**config.mk**
```make
export PLATFORM = sky130hd
export DESIGN_NAME = axis_sa_out_transpose
export DESIGN_NICKNAME = d
export VERILOG_FILES = /design/src/rtl/axis_sa_out_transpose.sv
export SDC_FILE = /design/constraint.sdc
export NUM_CORES = 1
export LEC_CHECK = 0
export ABC_CLOCK_PERIOD_IN_PS = 2200
export CORE_ASPECT_RATIO = 0.6
export CORE_UTILIZATION = 28
export CTS_BUF_LIST = sky130_fd_sc_hd__clkbuf_4
export DETAILED_ROUTE_END_ITERATION = 7
export DONT_BUFFER_PORTS = 1
export SLEW_MARGIN = 20
export SYNTH_ARGS = -nofsm -noshare
export SYNTH_HDL_FRONTEND = slang
export SYNTH_SLANG_ARGS = --single-unit
```
**constraint.sdc**
```tcl
create_clock -name clk -period 2.2 [get_ports clk]
set_clock_uncertainty 0.15 [all_clocks]
set_input_delay 0.11 -clock clk [delete_from_list [all_inputs] [get_ports clk]]
set_output_delay 0.11 -clock clk [all_outputs]
set_load 0.02 [all_outputs]
```
**src/rtl/axis_sa_out_transpose.sv**
```systemverilog
// Column-to-row tile transposer behind the systolic array: ping-pong banks let
// one tile fill column-by-column while the other drains row-by-row.
module axis_sa_out_transpose #(
  parameter int unsigned R  = 2,
  parameter int unsigned C  = 2,
  parameter int unsigned WY = 10
) (
  input  logic                 clk,
  input  logic                 rst,
  input  logic                 s_valid,
  output logic                 s_ready,
  input  logic                 s_last,
  input  logic [R-1:0][WY-1:0] s_data,
  output logic                 m_valid,
  input  logic                 m_ready,
  output logic                 m_last,
  output logic [C-1:0][WY-1:0] m_data,
  output logic                 err_last
);

  localparam int unsigned WCW = (C > 1) ? $clog2(C) : 1;
  localparam int unsigned RCW = (R > 1) ? $clog2(R) : 1;

  logic [WY-1:0]  bank_q [2][R][C];
  logic [WY-1:0]  bank_d [2][R][C];
  logic [1:0]     full_q, full_d;
  logic           wb_q, wb_d, rb_q, rb_d;
  logic [WCW-1:0] wcnt_q, wcnt_d;
  logic [RCW-1:0] rcnt_q, rcnt_d;
  logic           err_q, err_d;
  logic           acc, pop, wlast, rlast;

  always_comb begin
    s_ready  = ~full_q[wb_q];
    m_valid  = full_q[rb_q];
    wlast    = (wcnt_q == WCW'(C - 1));
    rlast    = (rcnt_q == RCW'(R - 1));
    acc      = s_valid & s_ready;
    pop      = m_valid & m_ready;
    m_last   = m_valid & rlast;
    err_last = err_q;

    m_data = '0;
    for (int unsigned r = 0; r < R; r++) begin
      for (int unsigned c = 0; c < C; c++) begin
        if (rcnt_q == RCW'(r)) m_data[c] = bank_q[rb_q][r][c];
      end
    end

    bank_d = bank_q;
    full_d = full_q;
    wb_d   = wb_q;
    rb_d   = rb_q;
    wcnt_d = wcnt_q;
    rcnt_d = rcnt_q;
    err_d  = err_q;

    // Columns arrive last-first: beat k lands in column C-1-k.
    if (acc) begin
      for (int unsigned r = 0; r < R; r++) begin
        for (int unsigned c = 0; c < C; c++) begin
          if (wcnt_q == WCW'(C - 1 - c)) bank_d[wb_q][r][c] = s_data[r];
        end
      end
      if (s_last != wlast) err_d = 1'b1;
      if (wlast) begin
        full_d[wb_q] = 1'b1;
        wb_d         = ~wb_q;
        wcnt_d       = '0;
      end else begin
        wcnt_d = wcnt_q + WCW'(1);
      end
    end

    // acc needs bank wb empty and pop needs bank rb full, so they never hit the same bank.
    if (pop) begin
      if (rlast) begin
        full_d[rb_q] = 1'b0;
        rb_d         = ~rb_q;
        rcnt_d       = '0;
      end else begin
        rcnt_d = rcnt_q + RCW'(1);
      end
    end
  end

  always_ff @(posedge clk) begin
    if (rst) begin
      full_q <= '0;
      wb_q   <= 1'b0;
      rb_q   <= 1'b0;
      wcnt_q <= '0;
      rcnt_q <= '0;
      err_q  <= 1'b0;
    end else begin
      full_q <= full_d;
      wb_q   <= wb_d;
      rb_q   <= rb_d;
      wcnt_q <= wcnt_d;
      rcnt_q <= rcnt_d;
      err_q  <= err_d;
    end
  end

  always_ff @(posedge clk) begin
    bank_q <= bank_d;
  end

endmodule

```
Word-level counts from Yosys, hierarchy flattened
Index checks and enable logic that the tools add are counted.

operators by class
  equal/unequal tests = 1
  add/subtract/negate cells = 2
  multiplexer cells = 38
  reductions and logical operators = 6
  order comparisons = 7
  bitwise operators = 11

operator list
  kind                   count
  $mux W80               7
  $bwmux W80             4
  $demux W40 S1          4
  $mux W40               4
  $mux W10               3
  $mux W30               1
  $mux W20               1
  $mux W1                8
  $mux W2                4
  $reduce_and A2 Y1      3
  $ge A2 B2 Y1 const B   2
  $lt A1 B2 Y1 const B   2
  $not A1 Y2             2
  $and A1 B1 Y1          3
  $logic_and A1 B1 Y1    3
  $not A1 Y1             3
  $add A1 B1 Y1 const B  2
  $and A2 B2 Y2          1
  $demux W1 S1           2
  $ge A1 B1 Y1 const B   2
  $lt A2 B1 Y1 const B   1
  $not A2 Y2             1
  $or A2 B2 Y2           1
  $ne A1 B1 Y1           1

storage, ports and cells
  bits in registers = 87
  bits of input ports = 25
  logic and storage cells = 79
  output and inout bits = 24

Logic depth before layout (Yosys ltp)
Gate-level depths: netlist of the first run.

  word-level depth = 16
  gate-level depth with buffers = 5
  gate-level depth less buffers = 3

Worst setup path after synthesis of the first run
No wires, ideal clock.

  path kind = reg-to-reg
  start = reg wb_q
  end = reg bank_q[40] (netlist bit) (enable)
  required time = 1672 ps
  stages on the path, launching flop included = 3
  clock period less this slack = 2193 ps
  setup slack = 7 ps
  buffers on the path = 0
  arrival time = 1665 ps
  library setup time = 378 ps
  path through = dfxtp_1 -> mux2i_1 -> and3_1

on the way
  cells in the longest elaborated chain, start to end = 4

ends and longest elaborated chain
  element                                      line  text
  from (decl)                                  27    logic wb_q, wb_d, rb_q, rb_d;
  from (signal assigned)                       97    wb_q <= wb_d;
  $mux W1 (not written as such) (2 in series)  34    s_ready = ~full_q[wb_q];
  $not A1 Y1                                   34
  via s_ready                                  11    output logic s_ready,
  $and A1 B1 Y1                                38    acc = s_valid & s_ready;
  to (signal assigned)                         106   bank_q <= bank_d;
  to (decl)                                    24    logic [WY-1:0] bank_q [2][R][C];

The timed path passes the listed nets, and every way through them passes these cells. The select of a mux whose other input is x is not followed.
A chain may end at the register's enable or synchronous reset.

Worst setup path in the final report of the first run
  start = reg rb_q
  end = reg rcnt_q

on the way
  cells in the longest elaborated chain, start to end = 3

ends and longest elaborated chain
  element                                      line  text
  from (decl)                                  27
  from (signal assigned)                       98    rb_q <= rb_d;
  $mux W1 (not written as such) (2 in series)  35    m_valid = full_q[rb_q];
  $and A1 B1 Y1                                39    pop = m_valid & m_ready;
  to (signal assigned)                         100   rcnt_q <= rcnt_d;
  to (decl)                                    29    logic [RCW-1:0] rcnt_q, rcnt_d;

Every way passes these cells. The select of a mux whose other input is x is not followed.

==> results of run 1 <==
how the worst max path moves through the flow:
| stage | slack (ns) | cells after the start | start | end |
|---|---|---|---|---|
| final | 0.23 | 5 | rb_q$_SDFFE_PP0P_ | rcnt_q$_SDFFE_PP0P_ |
| after global placement | 0.57 | 1 | wcnt_q$_SDFFE_PP0N_ | bank_q[72]$_DFFE_PP_ |
| after global routing | 0.08 | 5 | rb_q$_SDFFE_PP0P_ | rcnt_q$_SDFFE_PP0P_ |
| after detailed placement | 0.52 | 1 | wcnt_q$_SDFFE_PP0N_ | bank_q[59]$_DFFE_PP_ |
| after floorplan | 0.007 | 2 | wb_q$_SDFFE_PP0P_ | bank_q[40]$_DFFE_PP_ |
| after CTS | 0.20 | 5 | rb_q$_SDFFE_PP0P_ | rcnt_q$_SDFFE_PP0P_ |
critical path: cells and delay by family, from the launching register on:
| kind | cells | cell delay, ns |
|---|---|---|
| multiplexers | 1 | 0.37 |
| flip-flops | 1 | 0.36 |
| AND/OR/NAND/NOR | 1 | 0.16 |
| AO/OA/AOI/OAI | 1 | 0.05 |
| buffers and inverters | 2 | 0.77 |
final cells by class:
type                       instances  area share
tap                              160      0.0507
sequential                        87       0.644
inverter                           2     0.00190
timing repair buffer              36      0.0875
antenna                            1    0.000634
clock buffer                       9      0.0171
multi-input combinational         70       0.194
clock inverter                     4     0.00412
per-stage QoR:
stage | hold WS, ns | total power [mW] | area (um^2) | util
after floorplan | 0.0291 | 2.13 | 3380 | -
after global placement | 0.0315 | 2.19 | 3610 | 0.313
after detailed placement | 0.0349 | 2.20 | 3610 | 0.313
after CTS | 0.0237 | 2.93 | 3950 | 0.342
after global routing | 0.0242 | 3.01 | 3950 | 0.343
final | 0.0543 | 2.88 | 3950 | 0.343
state kept, by name, summed over array words and instances, names as in the netlist:
register  flops
bank_q       80
full_q        2
err_last      1
rb_q          1
rcnt_q        1
wb_q          1
wcnt_q        1
logic make-up (layout without fill, tap and decap cells):
| kind of cell | after synthesis | after routing |
|---|---|---|
| multiplexers | 22 | 22 |
| AO/OA/AOI/OAI | 9 | 9 |
| flip-flops | 87 | 87 |
| buffers and inverters | 11 | 51 |
| AND/OR/NAND/NOR | 38 | 38 |
| other | 0 | 1 |
| XOR/XNOR | 1 | 1 |
report_power, final:
group / total [mW] / internal [mW] / switching (mW) / leakage, nW
sequential: 1.92 / 1.89 / 0.0252 / 0.806
clock: 0.675 / 0.202 / 0.473 / 0.0500
combinational: 0.292 / 0.120 / 0.172 / 0.403
layout by cell type (no fill, tap or decap), types with 2 or more instances in the layout:
cell           synthesis  final
dlygate4sd3_1          0     25
nor2_1                 8      8
and3_1                 2      2
mux4_2                20     20
a31oi_1                2      2
dfxtp_1                7      6
clkbuf_4               0      9
buf_4                  0     10
inv_1                  2      2
nand3b_1               2      2
and2_1                20     20
mux2i_1                2      2
edfxtp_1              80     80
clkinv_1               0      3
nor2b_1                2      2
a21oi_1                4      4
routing by layer:
metal  up-vias  wire (um)  track usage
li1        744          -            -
met1       831       2960        0.147
met2        46       2890        0.172
met3         6        678       0.0687
met4         0         44       0.0377
met5         -          0            0
==> impl_metrics.prom, run 1 <==
# TYPE chip_impl_metric gauge
chip_impl_info{name="result_of_the_run",value="finished, final reports clean"} 1
chip_impl_metric{name="dp.cells",unit=""} 330
chip_impl_metric{name="postSynthNetCount",unit=""} 193
chip_impl_info{name="endpoint_kind",value="register"} 1
chip_impl_metric{name="ff_latch_area",unit="mm^2"} 0.00254
chip_impl_metric{name="synth_cells",unit=""} 168
chip_impl_metric{name="numClockSinks",unit=""} 87
chip_impl_metric{name="reg2reg_slack",unit="ns"} 0.23
chip_impl_metric{name="synth_compound_gate_area_share",unit=""} 0.0167
chip_impl_metric{name="post_detailed_route_count_of_antenna_violating_nets",unit=""} 0
chip_impl_metric{name="worst_path_clk_slew",unit="ns"} 0.12
chip_impl_metric{name="grt_antenna_before_repair",unit=""} 1
chip_impl_metric{name="die_area",unit="mm^2"} 0.0125
chip_impl_metric{name="finalMaxSlewViolations",unit=""} 0
chip_impl_metric{name="cp.arrival",unit="ns"} 2.15
chip_impl_metric{name="report.final.hold_viol_count",unit=""} 0
chip_impl_metric{name="placeableCoreArea",unit="mm^2"} 0.0115
chip_impl_metric{name="initial_cell_density_of_the_core",unit=""} 0.293
chip_impl_info{name="cp_cell_sequence",value="buf_12, mux2i_1, or3_1, a21oi_1, dlygate4sd3_1"} 1
chip_impl_metric{name="avgSynthCellArea",unit="um^2"} 20.1
chip_impl_metric{name="critical-path-max-stage-delay",unit="ns"} 0.56
chip_impl_info{name="criticalPathCategory",value="register to register"} 1
chip_impl_metric{name="ratio_of_cells_with_drive_above_1_in_the_final_layout",unit=""} 0.212
chip_impl_metric{name="port-buffer-count",unit=""} 0
chip_impl_metric{name="drt_pass1_iterations",unit=""} 4
chip_impl_metric{name="async_flop_share",unit=""} 0
chip_impl_metric{name="num-nets-final",unit=""} 231
chip_impl_metric{name="layoutNonFillerInstCount",unit=""} 369
chip_impl_metric{name="tritoncts.num_buffers",unit=""} 9
chip_impl_info{name="critical_path.startpoint_type",value="register"} 1
chip_impl_metric{name="filler_cell_count",unit=""} 1116
chip_impl_metric{name="fmax",unit="MHz"} 507
chip_impl_metric{name="setup_slack",unit="ns"} 0.226
chip_impl_info{name="cts_tree",value="built"} 1
chip_impl_info{name="synth_top_cells_by_count",value="edfxtp_1 (80), and2_1 (20), mux4_2 (20), nor2_1 (8), dfxtp_1 (7)"} 1
chip_impl_metric{name="vias",unit=""} 1627
chip_impl_metric{name="grt_ovf",unit=""} 0
chip_impl_metric{name="crit_path_max_fanout",unit=""} 24
chip_impl_info{name="worstHoldEndpoint",value="full_q[1]$_SDFF_PP0_"} 1
chip_impl_metric{name="pin_slew_with_the_least_headroom_to_its_limit",unit="ns"} 0.606
chip_impl_info{name="synth_top_area_cell",value="edfxtp_1"} 1
chip_impl_metric{name="worst_ep_required_time",unit="ns"} 2.38
chip_impl_metric{name="period_needed",unit="ns"} 1.97
chip_impl_metric{name="synth_top_area_frac",unit=""} 0.712
chip_impl_metric{name="synth_edf_count",unit=""} 80
chip_impl_metric{name="register_bit_total_from_synthesis",unit=""} 87
chip_impl_metric{name="post-route-period-util",unit=""} 0.897
chip_impl_info{name="post-synth-top-count-cell",value="edfxtp_1"} 1
chip_impl_metric{name="count_of_h_tree_levels_built_during_cts",unit=""} 3
chip_impl_info{name="postSynth.topFlopCell",value="edfxtp_1"} 1
chip_impl_info{name="crit_path_slowest_cell",value="dlygate4sd3_1"} 1
chip_impl_metric{name="buffers_inserted_by_post_cts_timing_repair",unit=""} 0
chip_impl_metric{name="die-height",unit="um"} 87.1
chip_impl_metric{name="powerDensity",unit="mW/mm^2"} 730
chip_impl_metric{name="clkLatencyLatePin",unit="ns"} 0.43
chip_impl_info{name="worstReg2RegEnd",value="rcnt_q$_SDFFE_PP0P_"} 1
chip_impl_info{name="worst_hold_startpoint",value="s_valid"} 1
chip_impl_metric{name="dp_worst_setup_slack",unit="ns"} 0.520
chip_impl_metric{name="synth_fa_ha_area_frac",unit=""} 0
chip_impl_info{name="main_combinational_cell_family_by_area_after_synthesis",value="multiplexers"} 1
chip_impl_metric{name="synthesis.yosys.warnings",unit=""} 0
chip_impl_info{name="grt_setup_unrepaired",value="no"} 1
chip_impl_info{name="ys_top_cells_by_area",value="edfxtp_1 (71%), mux4_2 (13%), dfxtp_1 (4.2%), and2_1 (3.7%), buf_6 (1.0%)"} 1
chip_impl_metric{name="synthMuxAreaShare",unit=""} 0.139
chip_impl_metric{name="synth_seq_area_share",unit=""} 0.753
chip_impl_metric{name="route.detailed.vias_per_inst",unit=""} 4.41
chip_impl_metric{name="report.final.setup_viol",unit=""} 0
chip_impl_metric{name="post_cts_resize_count",unit=""} 0
chip_impl_metric{name="grt_start_max_net_pins",unit=""} 27
chip_impl_metric{name="postRouteWirelength",unit="um"} 6570
chip_impl_metric{name="placementRows",unit=""} 30
chip_impl_metric{name="wire_length_of_the_first_global_routing_pass",unit="um"} 10200
chip_impl_metric{name="netlist-cell-type-count",unit=""} 23
chip_impl_metric{name="reg2reg_depth",unit=""} 5
chip_impl_metric{name="max-vdd-ir-drop",unit="mV"} 0.209
chip_impl_metric{name="synth_simple_gate_area_frac",unit=""} 0.0682
chip_impl_metric{name="min_delay_path_depth",unit=""} 4
chip_impl_metric{name="syn2layout_area_growth",unit="%"} 17.0
chip_impl_metric{name="detailed_route_wire_length_per_cell",unit="um"} 17.8
chip_impl_info{name="clock_root_buffer",value="clkbuf_4"} 1
chip_impl_metric{name="yosys.area_share.xor_xnor",unit=""} 0.00259
chip_impl_metric{name="cts-hold-fix-buffers",unit=""} 25
chip_impl_metric{name="worst_slew_margin_rel",unit=""} 0.596
chip_impl_info{name="holdCritPathClass",value="primary input to register"} 1
chip_impl_metric{name="synthesis.area",unit="mm^2"} 0.00338
chip_impl_info{name="timing.rr.start",value="rb_q$_SDFFE_PP0P_"} 1
chip_impl_metric{name="design.portCount",unit=""} 49
chip_impl_metric{name="drc",unit=""} 0
chip_impl_metric{name="multiInputGateArea",unit="um^2"} 766
chip_impl_metric{name="max_cap_viol_count",unit=""} 0
chip_impl_metric{name="via_count_of_the_first_global_routing_pass",unit=""} 1703
chip_impl_metric{name="power.leakage",unit="nW"} 1.26
chip_impl_metric{name="dr.first_iter.drc_count",unit=""} 104
chip_impl_metric{name="die-width",unit="um"} 144
chip_impl_metric{name="tns",unit="ns"} 0
chip_impl_metric{name="gp_congestion",unit=""} 0.756
chip_impl_metric{name="gr_usage_total",unit=""} 0.118
chip_impl_metric{name="clk_path_buf_depth",unit=""} 2
Note: power is estimated with default switching activity, not from simulation.
==> run 2, diff against run 1 <==
Settings changed: CORE_UTILIZATION 28 to 52, PLACE_DENSITY from default to 0.67.
==> impl_metrics.prom, run 2 (synthesized netlist as in run 1, its figures left out) <==
# TYPE chip_impl_metric gauge
chip_impl_metric{name="count_of_h_tree_levels_built_during_cts",unit=""} 3
chip_impl_metric{name="dr.first_iter.drc_count",unit=""} 97
chip_impl_info{name="reg_top3",value="bank_q x80, full_q x2"} 1
chip_impl_metric{name="drt_pass1_iterations",unit=""} 4
chip_impl_metric{name="dp_worst_setup_slack",unit="ns"} 0.499
chip_impl_metric{name="ratio_of_cells_with_drive_above_1_in_the_final_layout",unit=""} 0.261
chip_impl_metric{name="antenna-diode-count",unit=""} 0
chip_impl_metric{name="gp_congestion",unit=""} 0.697
chip_impl_metric{name="port-buffer-count",unit=""} 0
chip_impl_info{name="clock_root_buffer",value="clkbuf_4"} 1
chip_impl_metric{name="layoutNonFillerInstCount",unit=""} 302
chip_impl_metric{name="post-dp-hpwl",unit="um"} 3790
chip_impl_metric{name="design.portCount",unit=""} 49
chip_impl_info{name="crit_start",value="rb_q$_SDFFE_PP0P_"} 1
chip_impl_metric{name="route.detailed.vias_per_inst",unit=""} 5.49
chip_impl_metric{name="max-vdd-ir-drop",unit="mV"} 0.431
chip_impl_metric{name="grt_antenna_before_repair",unit=""} 0
chip_impl_info{name="grt_setup_unrepaired",value="no"} 1
chip_impl_metric{name="placeableCoreArea",unit="mm^2"} 0.00619
chip_impl_metric{name="wl_met2",unit="um"} 3000
chip_impl_metric{name="reg2reg_depth",unit=""} 5
chip_impl_metric{name="wl_met1",unit="um"} 2470
chip_impl_metric{name="postRouteWirelength",unit="um"} 5920
chip_impl_info{name="result_of_the_run",value="finished, final reports clean"} 1
chip_impl_metric{name="post-route-cell-area",unit="mm^2"} 0.00399
chip_impl_metric{name="num-nets-final",unit=""} 238
chip_impl_info{name="final_common_cell",value="edfxtp_1"} 1
chip_impl_metric{name="power.total",unit="mW"} 3.21
chip_impl_metric{name="die-height",unit="um"} 64.4
chip_impl_metric{name="pin_slew_with_the_least_headroom_to_its_limit",unit="ns"} 0.408
chip_impl_metric{name="placementRows",unit=""} 22
chip_impl_metric{name="report.final.hold_viol_count",unit=""} 0
chip_impl_metric{name="dp.cells",unit=""} 257
chip_impl_metric{name="grt_ovf",unit=""} 0
chip_impl_metric{name="period_needed",unit="ns"} 1.94
chip_impl_metric{name="crit_path_max_fanout",unit=""} 13
chip_impl_info{name="holdCritPathClass",value="primary input to register"} 1
chip_impl_metric{name="largest_reg_flops",unit=""} 80
chip_impl_metric{name="numClockSinks",unit=""} 87
chip_impl_metric{name="via_count_of_the_first_global_routing_pass",unit=""} 1794
chip_impl_metric{name="cp.arrival",unit="ns"} 2.16
chip_impl_metric{name="routed-wl-met3",unit="um"} 367
chip_impl_metric{name="clk_path_buf_depth",unit=""} 2
chip_impl_metric{name="worst_slew_margin_rel",unit=""} 0.727
chip_impl_metric{name="tritoncts.num_buffers",unit=""} 9
chip_impl_metric{name="post_detailed_route_count_of_antenna_violating_nets",unit=""} 0
chip_impl_info{name="worstReg2RegEnd",value="rcnt_q$_SDFFE_PP0P_"} 1
chip_impl_metric{name="clkLatencyLatePin",unit="ns"} 0.42
chip_impl_metric{name="worst_path_clk_slew",unit="ns"} 0.13
chip_impl_metric{name="post-route-period-util",unit=""} 0.882
chip_impl_info{name="worst_hold_startpoint",value="s_valid"} 1
chip_impl_info{name="critPathCapture",value="rcnt_q$_SDFFE_PP0P_"} 1
chip_impl_metric{name="setup_slack",unit="ns"} 0.259
chip_impl_info{name="criticalPathCategory",value="register to register"} 1
chip_impl_metric{name="drc",unit=""} 0
chip_impl_metric{name="worst-path-buf-inv",unit=""} 2
chip_impl_metric{name="tns",unit="ns"} 0
chip_impl_metric{name="die_area",unit="mm^2"} 0.00683
chip_impl_metric{name="syn2layout_area_growth",unit="%"} 18.2
chip_impl_metric{name="detailed_place.area",unit="mm^2"} 0.00354
chip_impl_metric{name="grt_start_max_net_pins",unit=""} 16
chip_impl_metric{name="cp_num_cells",unit=""} 5
chip_impl_metric{name="report.final.setup_viol",unit=""} 0
chip_impl_info{name="critical_path.top_delay_family",value="buffers and inverters"} 1
chip_impl_metric{name="max_cap_viol_count",unit=""} 0
chip_impl_info{name="top_register",value="bank_q"} 1
chip_impl_metric{name="fmax",unit="MHz"} 515
chip_impl_info{name="timing.rr.start",value="rb_q$_SDFFE_PP0P_"} 1
chip_impl_metric{name="detailed_route_wire_length_per_cell",unit="um"} 19.6
chip_impl_metric{name="finalMaxSlewViolations",unit=""} 0
chip_impl_metric{name="reg2reg_slack",unit="ns"} 0.26
chip_impl_metric{name="die-width",unit="um"} 106
chip_impl_info{name="endpoint_kind",value="register"} 1
chip_impl_metric{name="gr_usage_total",unit=""} 0.198
chip_impl_metric{name="vias",unit=""} 1658
chip_impl_metric{name="wire_length_of_the_first_global_routing_pass",unit="um"} 9490
chip_impl_metric{name="critical-path-max-stage-delay",unit="ns"} 0.56
chip_impl_metric{name="powerDensity",unit="mW/mm^2"} 804
chip_impl_info{name="cp_cell_sequence",value="buf_12, mux2i_2, or3_1, a21oi_1, dlygate4sd3_1"} 1
chip_impl_info{name="critical_path.startpoint_type",value="register"} 1
chip_impl_metric{name="worst_ep_required_time",unit="ns"} 2.42
chip_impl_info{name="cts_tree",value="built"} 1
chip_impl_metric{name="initial_cell_density_of_the_core",unit=""} 0.545
chip_impl_info{name="maxUsedRoutingLayer",value="met4"} 1
chip_impl_info{name="final_cell_mix",value="edfxtp_1 (80), dlygate4sd3_1 (25), and2_1 (20), mux4_2 (20), buf_4 (17)"} 1
chip_impl_metric{name="power.leakage",unit="nW"} 1.33
chip_impl_info{name="crit_path_slowest_cell",value="dlygate4sd3_1"} 1
-- run 2: cell count changes in the layout (fill, tap and decap cells not counted), sizes merged --
cell,before,now
clkinv,4,3
bufinv,0,2
diode,1,0
buf,11,18
clkinvlp,0,1
inv,2,3
-- run 2: worst min-delay path by stage --
stage	cells past startpoint	to	slack, ns
global route	2	bank_q[17]$_DFFE_PP_	0.04
CTS	2	bank_q[17]$_DFFE_PP_	0.05
finish	2	bank_q[17]$_DFFE_PP_	0.07
global placement	1	err_last$_SDFFE_PP0P_	0.03
floorplan	1	rcnt_q$_SDFFE_PP0P_	0.03
detailed placement	1	rcnt_q$_SDFFE_PP0P_	0.03
-- run 2: metal layers --
metal	vias up	GRT usage
li1	759	-
met1	842	0.241
met2	48	0.325
met3	9	0.0805
met4	0	0.0694
met5	-	0
-- run 2: report_power, final --
group	internal (mW)	switching, mW
registers	1.89	0.0280
logic	0.125	0.167
clock network	0.465	0.534
total	2.48	0.729
-- run 2: cell type report --
cell class	instances	area, um^2
inverter	2	7.51
clock buffer	9	67.6
clock inverter	7	96.3
timing repair buffer	43	398
sequential	87	2550
multi-input combinational	70	769
fill	444	2200
tap	84	105
-- run 2: repair_timing --
action                                  4_1_cts  5_1_grt
hold endpoints to repair                     99        0
hold buffers                                 25        0
endpoints found under the setup margin        8        1
gates cloned                                  0        0
gates resized for setup                       1        1
setup buffers                                 0        4
-- run 2: per-stage QoR --
| stage | hold slack, ns | utilization |
|---|---|---|
| after global placement | 0.0349 | 0.572 |
| after detailed placement | 0.0339 | 0.572 |
| after global routing | 0.0363 | 0.644 |
| after floorplan | 0.0291 | - |
| after CTS | 0.0457 | 0.639 |
| final | 0.0658 | 0.644 |
